<file path="src/rtl/midori_ctrl_pkg.sv">
`default_nettype none
// +----------------------------------------------------------------------+
// | Package    : midori_ctrl_pkg                                         |
// | Description: Shared constants and FSM encoding for the Midori64      |
// |              masked S-box layer controller.                          |
// | Revision   : 1.0 - initial release                                   |
// +----------------------------------------------------------------------+
package midori_ctrl_pkg;

   localparam int NBYTES  = 8;                // byte-passes per layer
   localparam int LAT     = 3;                // sb_in update -> sb_out capture, in edges
   localparam int RND_W   = 90;               // fresh randomness bits per pass
   localparam int IDX_W   = $clog2(NBYTES);   // byte index width
   localparam int STATE_W = 8 * NBYTES;       // width of one share

   typedef enum logic [1:0] {
      IDLE  = 2'd0,
      RUN   = 2'd1,
      DRAIN = 2'd2,
      DONE  = 2'd3
   } ctrl_state_e;

endpackage
`default_nettype wire

</file>
<file path="src/rtl/midori_sbox_layer_ctrl_if.sv">
`default_nettype none
// +----------------------------------------------------------------------+
// | Interface  : midori_sbox_layer_ctrl_if                               |
// | Description: PRNG valid/ready channel plus the share/randomness bus  |
// |              to and from the external 2-nibble masked S-box.         |
// | Revision   : 1.0 - initial release                                   |
// +----------------------------------------------------------------------+
interface midori_sbox_layer_ctrl_if;
   import midori_ctrl_pkg::*;

   logic [RND_W-1:0] rnd_i;
   logic             rnd_valid_i;
   logic             rnd_ready_o;
   logic [7:0]       sb_in1_o;
   logic [7:0]       sb_in2_o;
   logic [7:0]       sb_in3_o;
   logic [RND_W-1:0] sb_r_o;
   logic [7:0]       sb_out1_i;
   logic [7:0]       sb_out2_i;
   logic [7:0]       sb_out3_i;

   // Controller side
   modport master (
      input  rnd_i, rnd_valid_i, sb_out1_i, sb_out2_i, sb_out3_i,
      output rnd_ready_o, sb_in1_o, sb_in2_o, sb_in3_o, sb_r_o
   );

   // PRNG and S-box side
   modport slave (
      output rnd_i, rnd_valid_i, sb_out1_i, sb_out2_i, sb_out3_i,
      input  rnd_ready_o, sb_in1_o, sb_in2_o, sb_in3_o, sb_r_o
   );
endinterface
`default_nettype wire

</file>
<file path="src/rtl/sbox_pipe_tracker.sv">
`default_nettype none
// +----------------------------------------------------------------------+
// | Module     : sbox_pipe_tracker                                       |
// | Description: DEPTH-deep shift register of {valid, byte index} that   |
// |              mirrors the passes travelling through the S-box.        |
// | Revision   : 1.0 - initial release                                   |
// +----------------------------------------------------------------------+
module sbox_pipe_tracker #(
   parameter int DEPTH = 3,
   parameter int IDX_W = 3
) (
   input  logic             clk,
   input  logic             rst_i,
   input  logic             push_valid_i,
   input  logic [IDX_W-1:0] push_idx_i,
   output logic             tail_valid_o,
   output logic [IDX_W-1:0] tail_idx_o,
   output logic             empty_o
);

   logic             valid_q [DEPTH];
   logic [IDX_W-1:0] idx_q   [DEPTH];

   for (genvar g = 0; g < DEPTH; g++) begin : g_stage
      if (g == 0) begin : g_head
         // Head stage takes the pass issued on this edge (or a bubble)
         always_ff @(posedge clk) begin
            if (rst_i) begin
               valid_q[0] <= 1'b0;
               idx_q[0]   <= '0;
            end else begin
               valid_q[0] <= push_valid_i;
               idx_q[0]   <= push_idx_i;
            end
         end
      end else begin : g_body
         // Later stages advance one slot per edge, bubbles included
         always_ff @(posedge clk) begin
            if (rst_i) begin
               valid_q[g] <= 1'b0;
               idx_q[g]   <= '0;
            end else begin
               valid_q[g] <= valid_q[g-1];
               idx_q[g]   <= idx_q[g-1];
            end
         end
      end
   end

   assign tail_valid_o = valid_q[DEPTH-1];
   assign tail_idx_o   = idx_q[DEPTH-1];

   // Tracker is empty when no stage holds a live pass
   always_comb begin
      empty_o = 1'b1;
      for (int i = 0; i < DEPTH; i++) begin
         if (valid_q[i]) empty_o = 1'b0;
      end
   end

endmodule
`default_nettype wire

</file>
<file path="src/rtl/midori_sbox_layer_ctrl.sv">
`default_nettype none
// +----------------------------------------------------------------------+
// | Module     : midori_sbox_layer_ctrl                                  |
// | Description: Sequences one Midori64 S-box layer (3 shares) through a |
// |              shared 2-nibble masked S-box, one byte per pass, and    |
// |              reassembles the masked result. Shares stay separate.    |
// | Revision   : 1.0 - initial release                                   |
// +----------------------------------------------------------------------+
module midori_sbox_layer_ctrl
   import midori_ctrl_pkg::*;
(
   input  logic               clk,
   input  logic               rst_i,
   input  logic               start_i,
   input  logic [STATE_W-1:0] state1_i,
   input  logic [STATE_W-1:0] state2_i,
   input  logic [STATE_W-1:0] state3_i,
   output logic               busy_o,
   output logic               done_o,
   output logic [STATE_W-1:0] state1_o,
   output logic [STATE_W-1:0] state2_o,
   output logic [STATE_W-1:0] state3_o,
   midori_sbox_layer_ctrl_if.master bus
);

   ctrl_state_e        state_q;
   logic [IDX_W-1:0]   ptr_q;
   logic [STATE_W-1:0] sh1_q, sh2_q, sh3_q;
   logic [STATE_W-1:0] res1_q, res2_q, res3_q;
   logic [7:0]         sb_in1_q, sb_in2_q, sb_in3_q;
   logic [RND_W-1:0]   sb_r_q;

   logic               push_vld_d;
   logic [IDX_W-1:0]   push_idx_d;
   logic               tail_vld;
   logic [IDX_W-1:0]   tail_idx;
   logic               trk_empty;
   logic               last_cap;

   // A pass is issued on every RUN cycle that receives fresh randomness
   assign push_vld_d = (state_q == RUN) && bus.rnd_valid_i;
   assign push_idx_d = ptr_q;

   sbox_pipe_tracker #(
      .DEPTH (LAT),
      .IDX_W (IDX_W)
   ) u_tracker (
      .clk          (clk),
      .rst_i        (rst_i),
      .push_valid_i (push_vld_d),
      .push_idx_i   (push_idx_d),
      .tail_valid_o (tail_vld),
      .tail_idx_o   (tail_idx),
      .empty_o      (trk_empty)
   );

   assign last_cap = tail_vld && (tail_idx == IDX_W'(NBYTES - 1));

   // Layer sequencer: latch shares, issue byte-passes in order, wait for the last capture
   always_ff @(posedge clk) begin
      if (rst_i) begin
         state_q  <= IDLE;
         ptr_q    <= '0;
         sh1_q    <= '0;
         sh2_q    <= '0;
         sh3_q    <= '0;
         sb_in1_q <= '0;
         sb_in2_q <= '0;
         sb_in3_q <= '0;
         sb_r_q   <= '0;
      end else begin
         case (state_q)
            IDLE: begin
               if (start_i && trk_empty) begin
                  sh1_q   <= state1_i;
                  sh2_q   <= state2_i;
                  sh3_q   <= state3_i;
                  ptr_q   <= '0;
                  state_q <= RUN;
               end
            end
            RUN: begin
               if (bus.rnd_valid_i) begin
                  sb_in1_q <= sh1_q[{ptr_q, 3'b000} +: 8];
                  sb_in2_q <= sh2_q[{ptr_q, 3'b000} +: 8];
                  sb_in3_q <= sh3_q[{ptr_q, 3'b000} +: 8];
                  sb_r_q   <= bus.rnd_i;
                  ptr_q    <= ptr_q + IDX_W'(1);
                  if (ptr_q == IDX_W'(NBYTES - 1)) state_q <= DRAIN;
               end
            end
            DRAIN: begin
               if (last_cap) state_q <= DONE;
            end
            DONE: begin
               state_q <= IDLE;
            end
            default: begin
               state_q <= IDLE;
            end
         endcase
      end
   end

   // Write each S-box result byte back into its slot as it leaves the pipeline
   always_ff @(posedge clk) begin
      if (rst_i) begin
         res1_q <= '0;
         res2_q <= '0;
         res3_q <= '0;
      end else if (tail_vld) begin
         res1_q[{tail_idx, 3'b000} +: 8] <= bus.sb_out1_i;
         res2_q[{tail_idx, 3'b000} +: 8] <= bus.sb_out2_i;
         res3_q[{tail_idx, 3'b000} +: 8] <= bus.sb_out3_i;
      end
   end

   assign busy_o          = (state_q != IDLE);
   assign done_o          = (state_q == DONE);
   assign state1_o        = res1_q;
   assign state2_o        = res2_q;
   assign state3_o        = res3_q;
   assign bus.rnd_ready_o = (state_q == RUN);
   assign bus.sb_in1_o    = sb_in1_q;
   assign bus.sb_in2_o    = sb_in2_q;
   assign bus.sb_in3_o    = sb_in3_q;
   assign bus.sb_r_o      = sb_r_q;

endmodule
`default_nettype wire
</file>
<file path="src/flat_wrapper.sv">
// flat-port wrapper written by rule: the top's interface ports become plain ports
module midori_sbox_layer_ctrl_flat import midori_ctrl_pkg::*;
  (clk, rst_i, start_i, state1_i, state2_i, state3_i, busy_o, done_o, state1_o, state2_o, state3_o, bus_rnd_i, bus_rnd_valid_i, bus_sb_out1_i, bus_sb_out2_i, bus_sb_out3_i, bus_rnd_ready_o, bus_sb_in1_o, bus_sb_in2_o, bus_sb_in3_o, bus_sb_r_o);
  midori_sbox_layer_ctrl_if bus_i ();
  input  logic clk;
  input  logic rst_i;
  input  logic start_i;
  input  logic [STATE_W-1:0] state1_i;
  input  logic [STATE_W-1:0] state2_i;
  input  logic [STATE_W-1:0] state3_i;
  output logic busy_o;
  output logic done_o;
  output logic [STATE_W-1:0] state1_o;
  output logic [STATE_W-1:0] state2_o;
  output logic [STATE_W-1:0] state3_o;
  input wire logic [$bits(bus_i.rnd_i)-1:0] bus_rnd_i;
  input wire logic [$bits(bus_i.rnd_valid_i)-1:0] bus_rnd_valid_i;
  input wire logic [$bits(bus_i.sb_out1_i)-1:0] bus_sb_out1_i;
  input wire logic [$bits(bus_i.sb_out2_i)-1:0] bus_sb_out2_i;
  input wire logic [$bits(bus_i.sb_out3_i)-1:0] bus_sb_out3_i;
  output wire logic [$bits(bus_i.rnd_ready_o)-1:0] bus_rnd_ready_o;
  output wire logic [$bits(bus_i.sb_in1_o)-1:0] bus_sb_in1_o;
  output wire logic [$bits(bus_i.sb_in2_o)-1:0] bus_sb_in2_o;
  output wire logic [$bits(bus_i.sb_in3_o)-1:0] bus_sb_in3_o;
  output wire logic [$bits(bus_i.sb_r_o)-1:0] bus_sb_r_o;
  assign bus_i.rnd_i = bus_rnd_i;
  assign bus_i.rnd_valid_i = bus_rnd_valid_i;
  assign bus_i.sb_out1_i = bus_sb_out1_i;
  assign bus_i.sb_out2_i = bus_sb_out2_i;
  assign bus_i.sb_out3_i = bus_sb_out3_i;
  assign bus_rnd_ready_o = bus_i.rnd_ready_o;
  assign bus_sb_in1_o = bus_i.sb_in1_o;
  assign bus_sb_in2_o = bus_i.sb_in2_o;
  assign bus_sb_in3_o = bus_i.sb_in3_o;
  assign bus_sb_r_o = bus_i.sb_r_o;
  midori_sbox_layer_ctrl u_core (.clk(clk), .rst_i(rst_i), .start_i(start_i), .state1_i(state1_i), .state2_i(state2_i), .state3_i(state3_i), .busy_o(busy_o), .done_o(done_o), .state1_o(state1_o), .state2_o(state2_o), .state3_o(state3_o), .bus(bus_i));
endmodule
</file>
<file path="config.mk">
export PLATFORM = sky130hd
export DESIGN_NAME = midori_sbox_layer_ctrl_flat
export DESIGN_NICKNAME = d
export VERILOG_FILES = /design/src/rtl/midori_ctrl_pkg.sv /design/src/rtl/midori_sbox_layer_ctrl_if.sv /design/src/rtl/sbox_pipe_tracker.sv /design/src/rtl/midori_sbox_layer_ctrl.sv /design/src/flat_wrapper.sv
export SDC_FILE = /design/constraint.sdc
export NUM_CORES = 1
export LEC_CHECK = 0
export CAP_MARGIN = 20
export CORE_AREA = 3 3 239 241
export CTS_CLUSTER_DIAMETER = 120
export DETAILED_ROUTE_END_ITERATION = 8
export DIE_AREA = 0 0 242 244
export PLACE_DENSITY_LB_ADDON = 0.08
export SKIP_LAST_GASP = 1
export SLEW_MARGIN = 20
export SYNTH_ARGS = -nofsm -noshare
export SYNTH_HDL_FRONTEND = slang
export SYNTH_SLANG_ARGS = --single-unit
</file>
<file path="constraint.sdc">
create_clock -name clk -period 5.1 [get_ports clk]
set_input_delay 0.765 -clock clk [delete_from_list [all_inputs] [get_ports clk]]
set_output_delay 0.765 -clock clk [all_outputs]
set_load 0.05 [all_outputs]
</file>
==> impl_metrics.env <==
export IMPL_clock_fmax_mhz=273
export IMPL_final_max_slew_violation_count=0
export IMPL_critPathKind="flip-flop to flip-flop"
export IMPL_n_fill_cell=5300
export IMPL_rrSetupSlack_ns=1.44
export IMPL_dp_hpwl_mm=50.3
export IMPL_layout_nets=3121
export IMPL_relSlewSlack=0.280
export IMPL_post_cts_buffers=0
export IMPL_core_area_mm2=0.0551
export IMPL_netlist_instances=2314
export IMPL_io_buffers=618
export IMPL_hp_class="flip-flop to flip-flop"
export IMPL_grt_busiest_layer="met2"
export IMPL_arrival_ns=4.11
export IMPL_period_share=0.718
export IMPL_seqCellArea_mm2=0.0103
export IMPL_yosysWarningCount=0
export IMPL_setup_viol=0
export IMPL_grt_pass1_vias=17000
export IMPL_grt_use_total=0.233
export IMPL_cp_start_kind="flip-flop"
export IMPL_crit_path_end_kind="flip-flop"
export IMPL_tightest_slew_ns=1.08
export IMPL_num_rows=86
export IMPL_final_hold_viol_count=0
export IMPL_hold_buffers=0
export IMPL_timing_max_cap_violations=0
export IMPL_synth_edff_count=0
export IMPL_fin_skew_ns=0.0163
export IMPL_synth_seq_cells=515
export IMPL_hold_depth=1
export IMPL_grt_pass1_wl_mm=107
export IMPL_dieHeight_um=244
export IMPL_hp_start="u_core.u_tracker.idx_q[0][2]"
export IMPL_drt_wl_total_mm=72.2
export IMPL_p_int_w=0.00784
export IMPL_via_per_inst=4.97
export IMPL_cts_resized=0
export IMPL_ir_drop_mv=0.291
export IMPL_pwr_share_comb=0.238
export IMPL_use_met3=0.0579
export IMPL_power_density_mw_per_mm2=414
export IMPL_via_count=17900
export IMPL_tns_ns=0
export IMPL_area_growth_syn_to_layout_pct=43.5
export IMPL_die_area_mm2=0.0590
export IMPL_antenna_found_initial=19
export IMPL_p_leak_nw=9.69
export IMPL_grt_start_max_net_pins=172
export IMPL_switching_share=0.317
export IMPL_drtAntennaViolNets=0
export IMPL_power_share_clock=0.350
export IMPL_p_sw_w=0.00365
export IMPL_yosysSeqAreaShare=0.534
export IMPL_status="finished clean"
export IMPL_cts_tree="built"
export IMPL_period_needed_ns=3.66
export IMPL_initial_core_util=0.351
export IMPL_cts_sinks=515
export IMPL_place_ws_ns=1.53
export IMPL_cts_root_buffer="clkbuf_16"
export IMPL_rsz0062_at_grt="no"
export IMPL_r2r_cells=8
export IMPL_path_max_fanout=14
export IMPL_fin_ws_ns=1.44
export IMPL_grtUsageMet2=0.385
export IMPL_async_flop_share=0
export IMPL_numCtsBuffers=56
export IMPL_wire_per_inst_um=20.1
export IMPL_cts_path_max_buffers=3
export IMPL_gr_usage_met1=0.298
export IMPL_hold_end="u_core.u_tracker.idx_q[1][2]"
export IMPL_overflow=0
export IMPL_die_w_um=242
export IMPL_pwr_share_seq=0.412
export IMPL_timing_rr_end="u_core.state1_o[2]"
export IMPL_gp_congestion=0.834
export IMPL_reg2reg_from="u_core.u_tracker.idx_q[2][0]"
export IMPL_cp_required_ns=5.55
export IMPL_clk_pin_slew_ns=0.06
export IMPL_synth_ff_type="dfxtp_1"
export IMPL_first_pass_iters=5
export IMPL_synth_cell_area_mm2=0.0193
export IMPL_multiInputGateArea_mm2=0.00821
export IMPL_drive_gt1_frac=0.0623
export IMPL_insertion_delay_ns=0.60
export IMPL_route_detailed_drc=0
export IMPL_synth_cell_types=33
export IMPL_syn_num_nets=2637
export IMPL_h_tree_depth=2
export IMPL_drt_iter0_drc=1329
export IMPL_syn_area_per_cell_um2=8.35
export IMPL_pin_count=619
per-layer routing:
metal,wire [µm],share of wire
met1,29900,0.41
met4,2330,0.032
met2,34600,0.48
met3,5230,0.073
met5,85,0.0012
cell usage in the layout (no fill, tap or decap), types with 2 or more instances in the layout:
cell / count
inv_1: 8
nand3_1: 142
diode_2: 12
ha_1: 13
buf_12: 3
clkbuf_1: 14
buf_4: 19
nor2_4: 2
clkbuf_16: 58
nand2_1: 740
nor2_1: 58
clkinv_2: 7
nor2b_1: 15
clkbuf_8: 18
dfxtp_1: 513
a21oi_1: 439
a22o_1: 12
nor3_1: 26
clkdlybuf4s50_1: 617
mux2i_1: 26
mux4_2: 48
nor3b_2: 2
a22oi_1: 3
o22ai_1: 25
or2_2: 2
power groups by stage:
stage | Combinational (W) | Sequential [W] | Clock, W
after floorplan | 0.00139 | 0.00519 | 0
after global placement | 0.00272 | 0.00480 | 0
after detailed placement | 0.00276 | 0.00482 | 0
after CTS | 0.00277 | 0.00473 | 0.00411
after global routing | 0.00298 | 0.00479 | 0.00427
final | 0.00274 | 0.00473 | 0.00402
sequential cells by signal, indices dropped and copies added, names as in the netlist:
register and flops:
u_core.u_tracker.idx_q 9, u_core.bus.sb_in3_o 8, u_core.state2_o 64, u_core.state_q 2, u_core.ptr_q 3, u_core.u_tracker.valid_q 3, u_core.state3_o 64, u_core.sh1_q 64
u_core.bus.sb_in2_o 8, u_core.sh2_q 64, u_core.bus.sb_in1_o 8, u_core.bus.sb_r_o 90, u_core.state1_o 64, u_core.sh3_q 64
synthesized netlist by cell type (3+ instances only):
| cell type | count | area, µm² |
|---|---|---|
| a21oi_1 | 439 | 2200 |
| mux4_2 | 48 | 1080 |
| nor2b_1 | 16 | 100 |
| nor3_1 | 27 | 135 |
| ha_1 | 13 | 163 |
| and2_1 | 3 | 18.8 |
| nand3_1 | 143 | 716 |
| buf_2 | 41 | 205 |
| a22oi_1 | 3 | 22.5 |
| nand2_1 | 742 | 2790 |
| buf_1 | 9 | 33.8 |
| nor2_1 | 61 | 229 |
| a22o_1 | 12 | 105 |
| clkbuf_1 | 164 | 616 |
| dfxtp_1 | 515 | 10300 |
| mux2i_1 | 26 | 260 |
| inv_1 | 8 | 30.0 |
| o22ai_1 | 25 | 156 |
cell families (layout without fill, tap and decap cells):
family | Yosys count | in the layout | synth area share
compound gates | 484 | 484 | 0.131
fa+ha+maj | 13 | 13 | 0.00842
buf+inv | 222 | 747 | 0.0458
flops | 515 | 515 | 0.534
mux | 74 | 74 | 0.0694
other cells | 0 | 12 | 0
simple gates | 1006 | 1006 | 0.212
final cells by class:
type	instances	area share
inverters	8	0.00108
well taps	748	0.0337
clock inverters	9	0.00266
repair buffers	640	0.231
multi-input cells	1577	0.296
flip-flops and latches	515	0.372
diodes	12	0.00108
clock buffers	90	0.0632
how the worst max path moves through the flow:
stage | cells after the start | slack [ns] | to | from
3_5_place_dp | 8 | 1.53 | u_core.state1_o[7] | u_core.u_tracker.idx_q[2][0]
5_1_grt | 8 | 1.16 | u_core.state1_o[2] | u_core.u_tracker.idx_q[2][0]
2_1_floorplan | 11 | 2.70 | u_core.state2_o[44] | u_core.u_tracker.idx_q[2][0]
3_3_place_gp | 8 | 1.60 | u_core.state1_o[5] | u_core.u_tracker.idx_q[2][0]
4_1_cts | 8 | 1.49 | u_core.state1_o[2] | u_core.u_tracker.idx_q[2][0]
6_report | 8 | 1.44 | u_core.state1_o[2] | u_core.u_tracker.idx_q[2][0]
worst max-delay path: stages (launching register included):
cell and delay, ns:
dfxtp_1 0.63, inv_1 0.27, ha_1 0.29, ha_1 0.45, nor2b_1 0.36, nand4_1 0.75, buf_4 0.51, mux2i_1 0.20
nor2_1 0.05
through the flow:
stage	util	instances	hold slack (ns)	total power [W]	cell area [µm²]
3_3_place_gp	0.469	3488	0.416	0.00752	25900
3_5_place_dp	0.470	3488	0.424	0.00758	25900
2_1_floorplan	-	2314	0.414	0.00658	19300
6_report	0.503	3599	0.429	0.0115	27700
5_1_grt	0.503	3595	0.449	0.0120	27700
4_1_cts	0.503	3587	0.433	0.0116	27700
Power figures use the tool's default switching activity.
